===== src/rtl/data_sram_axi_bridge.sv =====
// Single-outstanding bridge from a core data port to AXI-Lite read/write channels.
// Every output is a flop; an optional timeout abandons a stalled bus wait with an error.
module data_sram_axi_bridge #(
  parameter int TIMEOUT_CYC = 0
) (
  input  logic        clk,
  input  logic        resetn,
  input  logic        req_valid,
  input  logic [3:0]  req_we,
  input  logic [31:0] req_addr,
  input  logic [31:0] req_wdata,
  output logic        req_ready,
  output logic        rsp_valid,
  output logic [31:0] rsp_rdata,
  output logic        rsp_err,
  output logic [31:0] araddr,
  output logic        arvalid,
  input  logic        arready,
  input  logic [31:0] rdata,
  input  logic [1:0]  rresp,
  input  logic        rvalid,
  output logic        rready,
  output logic [31:0] awaddr,
  output logic        awvalid,
  input  logic        awready,
  output logic [31:0] wdata,
  output logic [3:0]  wstrb,
  output logic        wvalid,
  input  logic        wready,
  input  logic [1:0]  bresp,
  input  logic        bvalid,
  output logic        bready
);

  // state | meaning
  // IDLE  | waiting for a core request (req_ready high)
  // RD_A  | read address offered on AR
  // RD_D  | waiting for R beat
  // WR_AW | write address and data offered, each dropped on its own handshake
  // WR_B  | waiting for B response
  // RSP   | one-cycle completion pulse to the core
  typedef enum logic [2:0] {IDLE, RD_A, RD_D, WR_AW, WR_B, RSP} state_t;

  localparam bit TO_EN = (TIMEOUT_CYC > 0);
  localparam int CW    = (TIMEOUT_CYC > 1) ? $clog2(TIMEOUT_CYC + 1) : 1;
  localparam logic [CW-1:0] TO_LAST = TO_EN ? CW'(TIMEOUT_CYC - 1) : '0;

  state_t        state_q, state_d;
  logic [CW-1:0] cnt_q, cnt_d;
  logic          req_ready_q, req_ready_d;
  logic          rsp_valid_q, rsp_valid_d, rsp_err_q, rsp_err_d;
  logic [31:0]   rsp_rdata_q, rsp_rdata_d;
  logic [31:0]   araddr_q, araddr_d, awaddr_q, awaddr_d, wdata_q, wdata_d;
  logic [3:0]    wstrb_q, wstrb_d;
  logic          arvalid_q, arvalid_d, rready_q, rready_d;
  logic          awvalid_q, awvalid_d, wvalid_q, wvalid_d, bready_q, bready_d;
  logic          waiting, timed_out;

  always_comb begin
    state_d     = state_q;
    araddr_d    = araddr_q;
    awaddr_d    = awaddr_q;
    wdata_d     = wdata_q;
    wstrb_d     = wstrb_q;
    awvalid_d   = awvalid_q;
    wvalid_d    = wvalid_q;
    rsp_rdata_d = rsp_rdata_q;
    rsp_err_d   = rsp_err_q;
    waiting     = (state_q == RD_A) || (state_q == RD_D) ||
                  (state_q == WR_AW) || (state_q == WR_B);
    timed_out   = TO_EN && (cnt_q == TO_LAST);

    case (state_q)
      IDLE: begin
        if (req_valid && req_ready_q) begin
          if (req_we == 4'b0000) begin
            state_d  = RD_A;
            araddr_d = {req_addr[31:2], 2'b00};
          end else begin
            state_d   = WR_AW;
            awaddr_d  = req_addr;
            wdata_d   = req_wdata;
            wstrb_d   = req_we;
            awvalid_d = 1'b1;
            wvalid_d  = 1'b1;
          end
        end
      end
      RD_A: begin
        if (arready) begin
          state_d = RD_D;
        end else if (timed_out) begin
          state_d     = RSP;
          rsp_rdata_d = '0;
          rsp_err_d   = 1'b1;
        end
      end
      RD_D: begin
        if (rvalid) begin
          state_d     = RSP;
          rsp_rdata_d = rdata;
          rsp_err_d   = (rresp != 2'b00);
        end else if (timed_out) begin
          state_d     = RSP;
          rsp_rdata_d = '0;
          rsp_err_d   = 1'b1;
        end
      end
      WR_AW: begin
        awvalid_d = awvalid_q && !awready;
        wvalid_d  = wvalid_q && !wready;
        if (!awvalid_d && !wvalid_d) begin
          state_d = WR_B;
        end else if (timed_out) begin
          state_d     = RSP;
          awvalid_d   = 1'b0;
          wvalid_d    = 1'b0;
          rsp_rdata_d = '0;
          rsp_err_d   = 1'b1;
        end
      end
      WR_B: begin
        if (bvalid) begin
          state_d     = RSP;
          rsp_rdata_d = '0;
          rsp_err_d   = (bresp != 2'b00);
        end else if (timed_out) begin
          state_d     = RSP;
          rsp_rdata_d = '0;
          rsp_err_d   = 1'b1;
        end
      end
      RSP:     state_d = IDLE;
      default: state_d = IDLE;
    endcase

    // Outputs are registered copies of what the next state wants on the pins.
    req_ready_d = (state_d == IDLE);
    arvalid_d   = (state_d == RD_A);
    rready_d    = (state_d == RD_D);
    bready_d    = (state_d == WR_B);
    rsp_valid_d = (state_d == RSP);

    if ((state_d != state_q) || !waiting || !TO_EN) cnt_d = '0;
    else                                            cnt_d = cnt_q + CW'(1);
  end

  always_ff @(posedge clk or negedge resetn) begin
    if (!resetn) begin
      state_q     <= IDLE;
      cnt_q       <= '0;
      req_ready_q <= 1'b0;
      rsp_valid_q <= 1'b0;
      rsp_err_q   <= 1'b0;
      rsp_rdata_q <= '0;
      araddr_q    <= '0;
      awaddr_q    <= '0;
      wdata_q     <= '0;
      wstrb_q     <= '0;
      arvalid_q   <= 1'b0;
      rready_q    <= 1'b0;
      awvalid_q   <= 1'b0;
      wvalid_q    <= 1'b0;
      bready_q    <= 1'b0;
    end else begin
      state_q     <= state_d;
      cnt_q       <= cnt_d;
      req_ready_q <= req_ready_d;
      rsp_valid_q <= rsp_valid_d;
      rsp_err_q   <= rsp_err_d;
      rsp_rdata_q <= rsp_rdata_d;
      araddr_q    <= araddr_d;
      awaddr_q    <= awaddr_d;
      wdata_q     <= wdata_d;
      wstrb_q     <= wstrb_d;
      arvalid_q   <= arvalid_d;
      rready_q    <= rready_d;
      awvalid_q   <= awvalid_d;
      wvalid_q    <= wvalid_d;
      bready_q    <= bready_d;
    end
  end

  assign req_ready = req_ready_q;
  assign rsp_valid = rsp_valid_q;
  assign rsp_rdata = rsp_rdata_q;
  assign rsp_err   = rsp_err_q;
  assign araddr    = araddr_q;
  assign arvalid   = arvalid_q;
  assign rready    = rready_q;
  assign awaddr    = awaddr_q;
  assign awvalid   = awvalid_q;
  assign wdata     = wdata_q;
  assign wstrb     = wstrb_q;
  assign wvalid    = wvalid_q;
  assign bready    = bready_q;

endmodule


===== config.mk =====
export PLATFORM = sky130hd
export DESIGN_NAME = data_sram_axi_bridge
export DESIGN_NICKNAME = d
export VERILOG_FILES = /design/src/rtl/data_sram_axi_bridge.sv
export SDC_FILE = /design/constraint.sdc
export NUM_CORES = 1
export LEC_CHECK = 0
export BUFFER_PORTS_ARGS = -buffer_cell sky130_fd_sc_hd__buf_2
export CAP_MARGIN = 20
export CORE_MARGIN = 10
export CORE_UTILIZATION = 42
export CTS_CLUSTER_DIAMETER = 30
export DETAILED_ROUTE_END_ITERATION = 10
export GPL_TIMING_DRIVEN = 0
export PLACE_DENSITY = 0.76
export SYNTH_ARGS = -nofsm -noshare
export SYNTH_HDL_FRONTEND = slang
export SYNTH_SLANG_ARGS = --single-unit

===== constraint.sdc =====
create_clock -name clk -period 1.7 [get_ports clk]
set_input_delay 0.085 -clock clk [delete_from_list [all_inputs] [get_ports clk]]
set_output_delay 0.085 -clock clk [all_outputs]
set_load 0.005 [all_outputs]

# Word level (Yosys, flattened, before mapping)
# Cells that the tools add are included.
# Widths: inputs -> output; s select.
[totals]
regBits = 141
latchBits = 0
ramBits = 0
mem_bits_ro = 0
input_bits = 112
output_inout_bits = 140
wordCells = 63
mem_count = 0
[classes]
add_sub_neg = 0
multipliers = 0
n_div = 0
order_cmp = 0
n_eq_ne = 12
n_shift = 0
mux = 17
bitwise_logic = 1
n_reduce_logical = 19
[ops]
columns = ["operator", "n"]
rows = [
  ["$mux 32", 2],
  ["$pmux 32 s2", 1],
  ["$mux 3", 5],
  ["$pmux 3 s5", 1],
  ["$reduce_and 3->1", 4],
  ["$eq 3x2->1 const B", 3],
  ["$eq 3x3->1 const B", 3],
  ["$ne 2x2->1 const B", 4],
  ["$reduce_bool 2->1", 4],
  ["$eq 3x1->1 const B", 2],
  ["$logic_not 3->1", 2],
  ["$pmux 1 s2", 3],
  ["$logic_and 1x1->1", 4],
  ["$logic_not 1->1", 4],
  ["$logic_not 4->1", 1],
  ["$mux 1", 4],
  ["$mux 2", 1],
  ["$not 1->1", 1],
]

# Logic depth before layout (Yosys ltp)
# Gate-level depths: netlist of the first run.
[logic_depth]
word_depth = 7
ltp_mapped = 7
depth_no_buf = 4

# Worst setup path after synthesis of the first run
# No wires, ideal clock.
[synth_timing]
path_type = "register -> register"
from = "register state_q[0]"
to = "register araddr_q[10], in the netlist araddr[10]"
setup_time_ns = 0.125
t_arrival_ns = 1.593
required_time_ns = 1.575
setup_slack_ns = -0.018
path_stages_with_launch = 5
path_buffers = 1
period_less_slack_ns = 1.718
cell_sequence = "dfrtp_1 or4_1 nor2_1 buf_2 mux2_2"
[synth_via]
elab_chain_len = 2
[synth_lines]
columns = ["item", "line_no", "text"]
rows = [
  ["start, declared", "48", "state_t state_q, state_d;"],
  ["start signal, assigned", "166", "state_q <= state_d;"],
  ["$logic_not 3->1", "73", "case (state_q)"],
  ["$reduce_and 3->1 (no source line)", "n/a", ""],
  ["end signal, assigned", "172", "araddr_q <= araddr_d;"],
  ["end, declared", "53", "logic [31:0] araddr_q, araddr_d, awaddr_q, awaddr_d, wdata_q, wdata_d;"],
]
# No other way between the ends.
# A chain may end at the register's enable or synchronous reset.

# Final worst setup path of the first run
[layout_timing]
from = "register state_q[2]"
to = "register wdata_q[26], in the netlist wdata[26]"
[layout_via]
elab_chain_len = 2
[layout_lines]
columns = ["item", "line_no", "text"]
rows = [
  ["$logic_not 3->1", "73", ""],
  ["$reduce_and 3->1 (no source line)", "n/a", ""],
  ["end signal, assigned", "174", "wdata_q <= wdata_d;"],
  ["end, declared", "53", ""],
]
# No other way between the ends.

==> results.md, run 1 <==
* Layout cells sized above 1 at a little under three fifths
* Fin Hold WS at around 0.02 ns
* Critical Path Start: state_q[2]$_DFF_PN0_
* Vias in the first global route at just over 5000
* Chip Height at roughly 130 um
* Antenna violations before repair at 2
* Multi-input gate area at roughly 1900 sq um
* WHS Endpoint: req_ready$_DFF_PN0_
* Setup Skew at 0.008781 ns
* Routed wire length at approximately 19000 um
* Critical path arrival at between 2 and 2.5 ns
* Via count at ~4500
* Seq/Total Area, Yosys at 64.25%
* Worst setup SP type: flop
* Clock slew at reported path FFs at about 0.06 ns
* Psw at ~4.4 mW
* RR Endpoint: wdata[26]$_DFFE_PN0P_
* # IOs at ~250
* Number of buffers added on ports at 249
* # H-tree levels at 4
* Antenna Nets Post-Route at 0
* Most frequent cells in the layout: buf_2 (250), dfrtp_1 (141), dlygate4sd3_1 (106)
* Fill count at 830
* Largest net degree at the start of global routing at 75
* Via density at between 4 and 5
* Post-route DRC at 0
* Yosys warnings at 0
* Synth Flop Type: dfrtp_1
* GRT overflow at 0
* Root buffer cell: clkbuf_16
* Routed WL per cell at ~21 um
* Failing checks: negative setup slack
* First-pass GRT wire length at roughly 29000 um
* Crit Path Class: flop to flop
* Hold Path Class: primary input to flop
* Area grow syn2layout at 65.89%
* CP max stage cell: dfrtp_1
* Sequential Area at between 3000 and 4000 sq um
* Placed Cells at 758
* Buf+Inv Stages, Crit Path at 3
* Cell family with most CP delay: simple AND/OR/NAND/NOR gates
* Die ar. at around 18000 sq um
* Combinational share of power at a little under two fifths
* Starting Density at about 43%
* CP Capture Type: flop
* GRT Total Usage at roughly a fifth
* DP HPWL at 11880 um
* Post-synth EDFFs at 0
* Net Sw Frac at slightly below 30%
* Die W at around 130 um
* Synth Instances at between 300 and 400
* Period utilisation layout at 105.8%
* Worst path cell trace: buf_4 > nor4_4 > and2_4 > buf_4 > buf_16 > mux2_4
* Count of final setup violators at 66
* Final Hold Fails at 0
* Cell area after synthesis at around 5500 sq um
* Clk Latency, worst-skew pair at 0.41 ns
* Rows at slightly above 40
* GPL Wtd Cong at roughly 0.84
* R2R depth at 6
* Final Max Slew Viols at 0
* TritonCTS buffer count at 17
* Worst-path fanout max at 7
* Pre-CTS setup slack at -0.3489 ns
* Hold Crit Depth at 4
* Total clock sinks at roughly 140
* Worst VDD drop at between 0.001 and 0.0015 V
* Static Leak at between 4 and 5 nW
* Setup WS post-layout at -0.09942 ns
* Setup total negative slack at -4.071 ns
* Post-Layout Cell Count at roughly 900
* R2r startpoint: state_q[2]$_DFF_PN0_
* Slew HR at slightly below 60%
* R2r setup slk at -0.1 ns
* F_max at ~560 MHz
* Post-synth ARST share at 100.0%
* RSZ-0062 raised after global routing: yes
* Crit-path max cell delay at roughly 0.40 ns
* Netlist cell types at 33
* Nets@finish at around 840
* Yosys reg bits at 141
* Cell mode on critical path: buf_4
* Synth Area per Inst at approximately 16 sq um
* Fin crit period at 1.799 ns
* Clk pwr share at roughly 24%
* Most common cell after layout, fill and taps aside: buf_2
* Clock buffer depth at 2
* Status: finished, violations left
* TritonCTS clock tree: done
* Pwr Density at approximately 1600 nW/um^2
* Min-delay src: req_valid
* Core Area at between 10000 and 15000 sq um
* Iter 0 DRT Violations at 244
* Req. time, crit path at between 1.5 and 2 ns
* Worst-Margin Slew at 0.6359 ns
* Max-Cap Viols at 0
* Sequential Power Share at approximately two fifths
* Drt first pass iters at 4
* Int Power at around 11 mW
-- final cells by class --
cell class | instances | area share (%)
inverter | 3 | 0.1236
tap | 172 | 2.362
buffer | 16 | 2.143
antenna | 2 | 0.05494
multi-input combinational | 170 | 21.21
sequential | 141 | 38.73
clock buffer | 25 | 5.439
timing repair buffer | 378 | 29.01
clock inverter | 7 | 0.9339
-- stage by stage --
step | utilization (%) | power, mW | cell area [sq um]
2_1_floorplan | - | 8.165 | 5495
3_3_place_gp | 54.68 | 10.33 | 6957
3_5_place_dp | 54.95 | 10.55 | 6990
4_1_cts | 69.42 | 14.60 | 8832
5_1_grt | 71.61 | 15.75 | 9110
6_report | 71.61 | 14.97 | 9110
-- routing by layer --
layer / part of all wire (%) / vias up / global-route usage, %
li1: - / 1993 / -
met1: 38 / 2228 / 21.55
met2: 53 / 205 / 36.05
met3: 7.5 / 24 / 7.543
met4: 2.2 / 0 / 6.651
met5: 0 / - / 0
-- power by group through the flow --
| stage | combinational (mW) | sequential (mW) | clock (mW) |
|---|---|---|---|
| finish | 5.63 | 5.71 | 3.62 |
| global route | 6.04 | 5.86 | 3.86 |
| CTS | 5.28 | 5.64 | 3.68 |
| detailed placement | 4.90 | 5.64 | 0 |
| global placement | 4.78 | 5.55 | 0 |
| floorplan | 2.43 | 5.74 | 0 |
-- flip-flops by register name, indices dropped and copies added, names as in the netlist --
register   cells
arvalid        1
rready         1
awaddr        32
wvalid         1
awvalid        1
wstrb          4
rsp_valid      1
rsp_err        1
bready         1
state_q        3
rsp_rdata     32
wdata         32
araddr        30
req_ready      1
-- worst max-delay path by stage --
stage	depth (start not counted)	end	slack [ns]
floorplan	4	araddr[10]$_DFFE_PN0P_	-0.02
global placement	1	araddr[22]$_DFFE_PN0P_	-1.23
detailed placement	4	araddr[20]$_DFFE_PN0P_	-0.35
CTS	5	araddr[8]$_DFFE_PN0P_	-0.15
global route	6	araddr[26]$_DFFE_PN0P_	-0.16
finish	6	wdata[26]$_DFFE_PN0P_	-0.1
-- kinds of logic (layout without fill, tap and decap cells) --
logic type | after synthesis | after routing | synth area share (%)
other | 1 | 4 | 0.06829
and+or+nand+nor | 22 | 22 | 2.461
buffers and inverters | 25 | 429 | 2.848
AOI/OAI and AO/OA | 49 | 49 | 7.337
muxes | 97 | 97 | 23.03
DFF | 141 | 141 | 64.25
-- worst register-to-register path, cell delays in order, from the launching register on --
cell,delay (ns)
dfrtp_1,0.40
buf_4,0.15
nor4_4,0.25
and2_4,0.30
buf_4,0.17
buf_16,0.12
mux2_4,0.29
-- cell usage after synthesis (all sizes together), types with 2 or more instances --
cell	number	area (sq um)
mux2	97	1265
a2bb2oi	2	17.52
inv	3	11.26
a211oi	2	15.01
buf	16	122.6
a22o	34	297.8
nor2	3	11.26
dfrtp	141	3528
nand2	7	28.78
nand3b	3	22.52
or4	2	18.77
o21ai	4	20.02
clkbuf	6	22.52
-- what timing repair did --
item,in CTS,in global routing
hold endpoints to repair,202,0
cloned,2,3
setup endpoints to repair,124,105
hold buffers,106,0
resized for setup,33,45
pin swaps,1,2
setup buffers,8,9
Note: power is estimated with default switching activity, not from simulation.
==> inputs of run 2 (changes only) <==
--- a/config.mk
+++ b/config.mk
@@ -7,12 +7,13 @@
 export LEC_CHECK = 0
 export BUFFER_PORTS_ARGS = -buffer_cell sky130_fd_sc_hd__buf_2
 export CAP_MARGIN = 20
+export CORE_ASPECT_RATIO = 1.1
 export CORE_MARGIN = 10
 export CORE_UTILIZATION = 42
 export CTS_CLUSTER_DIAMETER = 30
 export DETAILED_ROUTE_END_ITERATION = 10
 export GPL_TIMING_DRIVEN = 0
-export PLACE_DENSITY = 0.76
+export PLACE_DENSITY = 0.86
 export SYNTH_ARGS = -nofsm -noshare
 export SYNTH_HDL_FRONTEND = slang
 export SYNTH_SLANG_ARGS = --single-unit
==> run 2 against run 1 <==
Against the previous run:
- the flow still finishes with violations (negative setup slack)
- hold slack improved by 0.058 ns
- count of clock-buffer cells in the layout decreased by 7
- register-to-register slack about the same
- cell count fell by 0.88%
==> results.md, run 2 (synthesis results as in run 1) <==
* Critical path arrival at between 2 and 2.5 ns
* Antenna Nets Post-Route at 0
* Slew HR at 57.70%
* Root buffer cell: clkbuf_16
* Req. time, crit path at between 1.5 and 2 ns
* Count of final setup violators at ~110
* Most common cell after layout, fill and taps aside: buf_2
* Sequential Area at 3528 sq um
* Pwr Density at roughly 1700 nW/um^2
* Routed wire length at around 20000 um
* Routed WL per cell at approximately 22 um
* Via count at roughly 4600
* Multi-input gate area at about 2000 sq um
* GPL Wtd Cong at approximately 0.85
* Die W at 129.0 um
* Layout cells sized above 1 at around three fifths
* Final Max Slew Viols at 0
* Clk Latency, worst-skew pair at 0.42 ns
* Rows at 43
* Clock slew at reported path FFs at about 0.06 ns
* Starting Density at approximately 43%
* Core Area at 12700 sq um
* Cell family with most CP delay: compound AO/OA/AOI/OAI gates
* DP HPWL at 11900 um
* Nets@finish at around 840
* Final Hold Fails at 0
* Antenna violations before repair at 6
* Buf+Inv Stages, Crit Path at 3
* Worst path cell trace: buf_4 > clkbuf_8 > nand3b_1 > a21o_4 > buf_8 > a22o_1
* Vias in the first global route at ~5100
* Number of buffers added on ports at between 200 and 250
* # IOs at 252
* Largest net degree at the start of global routing at 76
* Clock buffer depth at 2
* Failing checks: negative setup slack
* CP Capture Type: flop
* Die ar. at around 18000 sq um
* Worst-Margin Slew at approximately 0.63 ns
* Total clock sinks at between 100 and 150
* # H-tree levels at 4
* Chip Height at roughly 140 um
* Hold Path Class: primary input to flop
* Worst VDD drop at between 0.0007 and 0.0008 V
* Post-route DRC at 0
* RSZ-0062 raised after global routing: yes
* Global routing usage on met3 at 6.682%
* Status: finished, violations left
* Most frequent cells in the layout: buf_2 (249), dfrtp_1 (141), dlygate4sd3_1 (107)
* Drt first pass iters at 4
* GR peak layer: met2
* Met1 Use GR at between 20 and 25%
* GRT Total Usage at about a fifth
* First-pass GRT wire length at slightly below 30000 um
* TritonCTS clock tree: done
* Area grow syn2layout at 69.61%
* CP max stage cell: dfrtp_1
* Via density at 5.119
* Fill count at 762
* F_max at about 560 MHz
* Period utilisation layout at 105.3%
* Worst-path fanout max at 10
* Setup WS post-layout at -0.08994 ns
* Crit-path max cell delay at 0.40 ns
* TritonCTS buffer count at 17
* Tot Pwr at 15.50 mW
* Met2 GRT Util at around 37%
* Fin Hold WS at just under 0.08 ns
* Crit Path Class: flop to flop
* Max-Cap Viols at 0
* Static Leak at ~4.7 nW
* GRT overflow at 0
* Setup Skew at ~0.009 ns
* Worst setup SP type: flop
* Fin crit period at approximately 1.8 ns
* Iter 0 DRT Violations at between 200 and 300
run 2: cell types whose count changed in the layout (fill, tap and decap cells not counted), sizes merged:
cell / change
dlygate4sd3: +1
buf: -5
clkinv: +2
clkinvlp: +3
inv: +1
bufinv: +1
diode: +4
run 2: cell type report:
cell class                      count  area share (%)
Sequential cell                   141           37.88
Timing Repair Buffer              377           28.88
Multi-Input combinational cell    170           21.39
Clock buffer                       18           4.715
Buffer                             20           2.942
Tap cell                          157           2.109
Clock inverter                     14           1.800
Antenna cell                        6          0.1612
Inverter                            3          0.1209
run 2: worst paths after layout:
path / from / end / slack (ns) / depth (start not counted)
worst max-delay path: state_q[2]$_DFF_PN0_ / rsp_rdata[6]$_DFFE_PN0P_ / -0.09 / 6
worst min-delay path: bresp[0] / rsp_err$_DFFE_PN0P_ / 0.08 / 3
worst max register to register: state_q[2]$_DFF_PN0_ / rsp_rdata[6]$_DFFE_PN0P_ / -0.09 / 6
worst min register to register: rsp_rdata[0]$_DFFE_PN0P_ / rsp_rdata[0]$_DFFE_PN0P_ / 0.50 / 1
max in group asynchronous: resetn / wstrb[0]$_DFFE_PN0P_ / 0.68 / 3
min in group asynchronous: resetn / wdata[21]$_DFFE_PN0P_ / 0.23 / 2
run 2: what timing repair did:
item,CTS,global route
endpoints found under the hold margin,202,0
pin swaps,5,6
cloned,1,8
setup buffers,9,2
hold buffers,107,0
setup endpoints to repair,125,122
gates resized for setup,73,18
run 2: power by group:
part,leakage (nW),total [mW],switching [mW],internal [mW]
clock network,0.292,3.80,1.45,2.34
logic,2.66,5.93,2.34,3.59
registers,1.77,5.77,0.922,4.84
run 2: layer usage:
metal	part of all wire, %	up-vias
met5	0	-
met4	2.9	0
met3	7.5	45
met2	52	247
met1	37	2330
li1	-	2016
run 2: metrics by stage:
step / TNS [ns] / util, % / cell area, sq um / cells / worst slack, ns
floorplan: -0.5250 / - / 5495 / 336 / -0.01750
global placement: -190.90 / 54.64 / 6938 / 742 / -1.204
detailed placement: -24.74 / 54.91 / 6972 / 743 / -0.2872
CTS: -4.965 / 71.17 / 9036 / 891 / -0.09589
global route: -11.02 / 73.35 / 9314 / 906 / -0.1337
finish: -5.605 / 73.35 / 9314 / 906 / -0.08994
run 2: tightest hold or removal path, cell delays in order:
cell and delay [ns]:
buf_2 0.08, nor3_1 0.06, o31ai_4 0.23
